$ cat config.mk
export PLATFORM = sky130hd
export DESIGN_NAME = arbiter_rr_locked_multi
export DESIGN_NICKNAME = d
export VERILOG_FILES = /design/src/rtl/arbiter_rr_locked_multi.sv
export SDC_FILE = /design/constraint.sdc
export NUM_CORES = 1
export LEC_CHECK = 0
export CAP_MARGIN = 10
export CORE_UTILIZATION = 35
export CTS_BUF_LIST = sky130_fd_sc_hd__clkbuf_2 sky130_fd_sc_hd__clkbuf_4 sky130_fd_sc_hd__clkbuf_8
export DETAILED_ROUTE_END_ITERATION = 10
export GPL_ROUTABILITY_DRIVEN = 1
export HOLD_SLACK_MARGIN = 0.05
export PLACE_DENSITY = 0.64
export SLEW_MARGIN = 5
export SYNTH_ARGS = -nofsm -noshare
export SYNTH_HDL_FRONTEND = slang
export SYNTH_SLANG_ARGS = --single-unit
export TNS_END_PERCENT = 20
$ cat constraint.sdc
create_clock -name clk -period 17.2 [get_ports clk]
set_input_delay 2.58 -clock clk [delete_from_list [all_inputs] [get_ports clk]]
set_output_delay 2.58 -clock clk [all_outputs]
set_load 0.01 [all_outputs]
$ cat src/rtl/arbiter_rr_locked_multi.sv
// Round-robin arbiter granting up to G of N requesters at once. Each grant
// stays locked to its owner until the owner pulses done or drops req. A
// one-hot pointer marks the lowest-priority requester; the search for new
// owners starts just above it and wraps around.
module arbiter_rr_locked_multi #(
  parameter int N                = 8,
  parameter int G                = 2,
  parameter int INIT_LOWEST_PRIO = N - 1,
  parameter int EXCLUDE_LOWEST   = 1,
  parameter int AUTO_ROTATE      = 0
) (
  input  logic                     clk,
  input  logic                     rst,
  input  logic [N-1:0]             req,
  input  logic [N-1:0]             done,
  input  logic                     shift,
  output logic [N-1:0]             grant,
  output logic [$clog2(G+1)-1:0]   grant_count,
  output logic                     full,
  output logic [N-1:0]             lowest_prio
);

  localparam int IW = (N > 1) ? $clog2(N) : 1;
  localparam int CW = $clog2(G + 1);
  localparam int SW = $clog2(N + 1);
  localparam logic [N-1:0] PTR_INIT = {{(N-1){1'b0}}, 1'b1} << INIT_LOWEST_PRIO;

  logic [N-1:0]  own;
  logic [N-1:0]  ptr;
  logic [N-1:0]  rel;
  logic [N-1:0]  kept;
  logic [N-1:0]  elig;
  logic [N-1:0]  new_grant;
  logic [N-1:0]  own_next;
  logic [N-1:0]  ptr_next;
  logic [SW-1:0] free_cnt;
  logic [SW-1:0] taken;
  logic [IW-1:0] ptr_idx;
  logic [IW-1:0] sel;
  logic [IW-1:0] last_idx;
  logic          any_new;

  function automatic logic [SW-1:0] popcount(input logic [N-1:0] v);
    logic [SW-1:0] c;
    c = '0;
    for (int i = 0; i < N; i++) c = c + SW'(v[i]);
    return c;
  endfunction

  // Release, capacity, rotating search for new owners and next pointer
  always_comb begin
    rel       = own & (done | ~req);
    kept      = own & ~rel;
    // kept never exceeds G because own never holds more than G bits
    free_cnt  = SW'(G) - popcount(kept);
    elig      = req & ~own & ~rel;
    if (EXCLUDE_LOWEST != 0) elig = elig & ~ptr;

    ptr_idx = '0;
    for (int i = 0; i < N; i++) begin
      if (ptr[i]) ptr_idx = IW'(i);
    end

    new_grant = '0;
    taken     = '0;
    last_idx  = ptr_idx;
    any_new   = 1'b0;
    sel       = '0;
    // k = N lands on the pointer itself; it is masked out of elig when excluded
    for (int k = 1; k <= N; k++) begin
      sel = IW'((int'(ptr_idx) + k) % N);
      if (elig[sel] && (taken < free_cnt)) begin
        new_grant[sel] = 1'b1;
        taken          = taken + SW'(1);
        last_idx       = sel;
        any_new        = 1'b1;
      end
    end

    own_next = kept | new_grant;

    ptr_next = ptr;
    if (AUTO_ROTATE != 0) begin
      if (any_new) begin
        ptr_next           = '0;
        ptr_next[last_idx] = 1'b1;
      end
    end else if (shift) begin
      ptr_next = {ptr[N-2:0], ptr[N-1]};
    end
  end

  // Ownership and priority pointer registers
  always_ff @(posedge clk) begin
    if (rst) begin
      own <= '0;
      ptr <= PTR_INIT;
    end else begin
      own <= own_next;
      ptr <= ptr_next;
    end
  end

  assign grant       = own;
  assign lowest_prio = ptr;
  assign grant_count = CW'(popcount(own));
  assign full        = (grant_count == CW'(G));

  // Never more owners than lock slots
  a_capacity: assert property (@(posedge clk) disable iff (rst)
    popcount(own) <= SW'(G));

  // The lowest-priority index never gains a new grant when excluded
  a_exclude: assert property (@(posedge clk) disable iff (rst)
    (EXCLUDE_LOWEST == 0) || ((new_grant & ptr) == '0));

endmodule

-- Word level (Yosys, flattened, before mapping)
Index checks and enable logic that the tools add are counted.
- ROM bits: 0
- output and inout bits: 19
- bits in writable memories: 0
- latch bits: 0
- logic and storage cells: 144
- register bits: 16
- memories: 0
- bits of input ports: 19
- shift-type cells: 0
- eq/ne operators: 1
- reductions and logical operators: 16
- bitwise gates (word level): 18
- mux-type cells: 54
- multipliers: 0
- div/mod/pow operators: 0
- order comparisons: 24
- add/subtract/negate cells: 29
- operators by type and width (operator ; count):
    $or 8x8->8 ; 9
    $mux 8 ; 8
    $and 8x8->8 ; 5
    $lt 3x4->1 const B ; 8
    $not 8->8 ; 4
    $lt 4x4->1 ; 7
    $add 4x1->4 const B ; 6
    $bmux 1 s3 ; 8
    $demux 1 s3 ; 8
    $ge 3x1->1 const B ; 8
    $mux 4 ; 6
    $mux 1 ; 18
    $add 4x1->4 ; 4
    $logic_and 1x1->1 ; 16
    $mux 3 ; 5
    $add 2x1->2 ; 6
    $add 3x3->3 const B ; 4
    $add 3x1->3 const B ; 2
    $add 3x2->3 const B ; 2
    $add 1x1->2 ; 2
    $add 3x1->4 ; 1
    $lt 1x4->1 const A ; 1
    $sub 2x4->4 const A ; 1
    $add 2x1->3 ; 1
    other kinds (2) ; 2

-- Logic depth before layout (Yosys ltp)
- word-level depth: 38
- depth in mapped cells: 60
- depth with buffers taken out: 59

-- Least setup slack after synthesis
Ideal clock, no wire load.
- path kind: input port to flip-flop
- start point: input port req[3]
- end point: register own[0] (netlist: grant[0])
- slack: 3896 ps
- setup time: 56 ps
- buffers on the path: 1
- data arrival time: 13248 ps
- stages on the path: 54
- required time: 17144 ps
- path through: nand2_1 -> nor2_1 -> inv_1 -> fa_1 -> ha_1 -> fa_1 -> ha_1 -> inv_1 -> fa_1 -> nand2_1 -> nor3_1 -> nand2b_1 -> o31a_1 -> inv_1 -> ha_1 -> nand2b_1 -> a21oi_1 -> o21ai_1 -> (+18 left out) -> a221oi_1 -> o21a_1 -> and2_1 -> a41o_1 -> ha_1 -> a21oi_1 -> and3_1 -> nand3b_1 -> a2111oi_2 -> a211oi_2 -> nor2_1 -> xor2_1 -> ha_1 -> a21o_1 -> a2111oi_0 -> nand3b_1 -> a41oi_2 -> a211o_2
- longest elaborated chain between the ends: 36
- elaborated cells between the ends (all ways): 75
- classes of those cells: add/sub: 12; order compare: 8; mux: 31; bitwise: 16; reduce/logical: 8
- ends and longest elaborated chain (element ; RTL line ; source):
    start, declared ; 14 ; input logic [N-1:0] req,
    $not 8->8 ; 52 ; rel = own & (done | ~req);
    $or 8x8->8 ; 52 ;
    $and 8x8->8 ; 52 ;
    $not 8->8 ; 53, 56 ;
    $and 8x8->8 ; 53 ; kept = own & ~rel;
    $add 3x1->4 ; 46 ; for (int i = 0; i < N; i++) c = c + SW'(v[i]);
    $add 4x1->4 (4 in a row) ; 46 ;
    $sub 2x4->4 ; 55 ; free_cnt = SW'(G) - popcount(kept);
    (+17 left out) ; -- ;
    $mux 4 ; 72 ; if (elig[sel] && (taken < free_cnt)) begin
    $lt 4x4->1 ; 72 ;
    $logic_and 1x1->1 ; 72 ;
    $mux 4 ; 72 ;
    $lt 4x4->1 ; 72 ;
    $logic_and 1x1->1 ; 72 ;
    $mux 8 * ; 72 ;
    $or 8x8->8 * ; 80 ; own_next = kept | new_grant;
    end signal, assigned ; 99 ; own <= own_next;
    end, declared ; 28 ; logic [N-1:0] own;
Every way passes the cells marked *; elsewhere a longest branch is shown, timed or not. The select of a mux whose other input is x is not followed.
A chain may end at the register's enable or synchronous reset.

-- Final worst setup path
- start point: input port req[3]
- end point: register own[2] (netlist: grant[2])
Same word-level chain as after synthesis.

==> flow_metrics.tcl <==
set metrics [dict create \
    status "completed" \
    cts_made_buffers 3 \
    num_antenna_cells 0 \
    syn-num-nets 420 \
    finClkSkew_ps 6.64 \
    fin_ws_ps 1270 \
    antenna_found_initial 0 \
    clock-sinks 16 \
    yosys_most_used_dff "dfxtp_1" \
    grt_pass1_vias 2800 \
    die_h_um 92.4 \
    drive_gt1_frac 0.0997 \
    synth_xor_area_frac 0.0420 \
    drcViolationCount 0 \
    critPathTopFamily "compound AO/OA/AOI/OAI gates" \
    cts_buffer_depth 2 \
    cp.arrival_ps 16120 \
    pre_cts_slack_ps 1350 \
    maxCapViolCount 0 \
    cts-root-buf "clkbuf_8" \
    cts_hold_buf 0 \
    rsz0062_at_grt "no" \
    fill_cells 805 \
    top_usage_layer "met2" \
    cts_tree "done" \
    yosys.area.top_type_share 0.136 \
    ys_async_sr_fraction 0 \
    nets 450 \
    final.min_clock_period_ps 15930 \
    synthAdderAreaFrac 0.185 \
    use_met2 0.376 \
    cts-resized-gates 0 \
    hold_class "reg2reg" \
    grt_start_max_net_pins 22 \
    slew-limit-headroom 0.531 \
    yosysWarnings 0 \
    finalSetupViolations 0 \
    fin_tns_setup_ps 0 \
    met1_usage 0.286 \
    fmax_mhz 62.8 \
    start_util 0.366 \
    viasPerCell 5.85 \
    cp_slowest_cell "fa_1" \
    start_kind "input pin" \
    ctsHtreeMaxLevel 1 \
    synth_compound_area_frac 0.248 \
    endpoint_kind "register" \
    clk_latency_ps 250 \
    clk_pin_slew_worst_paths_ps 60 \
    drt.antenna.violating_nets 0 \
    syn_area_per_cell_um2 7.88 \
    critPathBufInv 5 \
    cts_setup_buffers 0 \
    ys_types 77 \
    ys_top_cells_by_area "ha_1 (14%), dfxtp_1 (11%), nand2_1 (5.0%)" \
    io_pins 38 \
    avgRoutedWirePerCell_um 18.4 \
    post-route-period-util 0.926 \
    syn_to_final_growth_pct 16.8 \
    path_class "in2reg" \
    overflow 0 \
    syn_inst 363 \
    ys_seq_elements 16 \
    routed_wl_um 9080 \
    cp_max_fo 7 \
    yosysSeqAreaShare 0.112 \
    synth_mux_area_frac 0.0954 \
    gr-usage-all-layers 0.216 \
    fp.dieW_um 92.4 \
    crit_required_ps 17390 \
    hold_viol 0 \
    synth_top_family_by_area "simple AND/OR/NAND/NOR gates" \
    core_mm2 0.00781 \
    die_area_mm2 0.00854 \
    yosysTopAreaCell "ha_1" \
    drtPass1Iterations 5 \
    netlist_area_mm2 0.00286 \
    port_buffers 37 \
    max_slew.worst_pin.slew_ps 701 \
    grt_first_pass_wirelength_um 14500 \
    crit_top_cell "ha_1" \
    num_rows 32 \
    drtIter0Drc 296 \
    vias 2883 \
    gp_congestion 0.900 \
    dp.final_hpwl_um 7370 \
    grtUsageMet3 0.0230 \
    synth_simple_gate_area_share 0.255 \
    synth_edf_count 0 \
    slowest_delay_ps 620 \
    finalMaxSlewViolations 0 \
]
[worst register-to-register path, delay by kind of cell, from the launching register on]
kind | cells | cell delay (ps)
compound gates | 19 | 4370
fa+ha+maj | 11 | 3830
simple gates | 18 | 3590
xor+xnor | 3 | 840
flops | 1 | 400
buf+inv | 4 | 400
[cells in the final DEF (no fill, tap or decap), types with 3 or more instances in the layout]
master	synthesis	final
nand3b_1	9	9
o21ai_1	3	3
a31oi_1	7	7
mux2_2	8	8
xnor2_1	6	6
nand3_1	9	9
clkdlybuf4s50_1	0	37
nand2_1	38	38
dfxtp_1	16	16
and2_1	3	3
a221oi_1	3	3
fa_1	7	7
ha_1	31	31
nand2b_1	6	6
o21a_1	6	6
and3_1	6	6
nor2_1	27	27
nor2b_1	4	4
o211ai_1	6	6
or3_1	4	4
clkbuf_8	0	3
a211o_1	3	3
nor3b_1	4	4
nor3_1	7	7
o2111ai_1	3	3
a211oi_1	4	4
xor2_1	4	4
mux2i_1	13	13
inv_1	29	29
a211o_2	3	3
a221o_1	3	3
a21oi_1	13	13
o21ai_0	13	13
[cell usage after synthesis (all sizes together) (4+ instances only)]
library cell	n
a211o	6
a211oi	6
a21oi	13
a31oi	7
and2	4
and3	7
clkbuf	9
dfxtp	16
fa	7
ha	31
inv	31
mux2	10
mux2i	13
nand2	40
nand2b	7
nand3	9
nand3b	9
nor2	29
nor2b	5
nor3	7
nor3b	4
o211ai	6
o21a	6
o21ai	16
or3	5
xnor2	8
xor2	4
[cells by family (layout without fill, tap and decap cells)]
family	count (synthesis)	count (layout)
fa+ha+maj	38	38
mux	24	24
buf+inv	43	71
compound gates	92	92
simple gates	137	137
xor+xnor	12	12
flops	16	16
other cells	1	1
[final cells by class]
class,count,area [µm²],share of cell area
Multi-Input combinational cell,304,2360,0.707
Timing Repair Buffer,37,370,0.111
Sequential cell,16,320,0.0958
Tap cell,102,128,0.0382
Inverter,31,119,0.0356
Clock buffer,3,41.3,0.0124
[metal layers]
layer  part of all wire  vias up
met5                  0        -
met4              0.021        0
met3              0.046       20
met2               0.47      100
met1               0.46     1375
li1                   -     1388
[registers in the layout, summed over array words and instances (netlist names)]
register and flops:
grant 8, lowest_prio 8
[worst paths after layout]
kind	from	endpoint	slack (ps)	cells after the start
worst max register to register	grant[3]	grant[2]	3710	55
worst min register to register	lowest_prio[0]	lowest_prio[0]	590	2
worst min-delay path	lowest_prio[0]	lowest_prio[0]	590	2
worst max-delay path	req[3]	grant[2]	1270	56
[metrics by stage]
| stage | util | instances | hold slack (ps) | instance area [µm²] |
|---|---|---|---|---|
| finish | 0.428 | 493 | 592 | 3340 |
| global route | 0.428 | 493 | 631 | 3340 |
| CTS | 0.428 | 493 | 597 | 3340 |
| detailed placement | 0.423 | 490 | 582 | 3300 |
| global placement | 0.423 | 490 | 567 | 3300 |
| floorplan | - | 363 | 555 | 2860 |
Power is not shown: default switching activity piles up to over one toggle a cycle in this logic, so the estimate is an artifact.
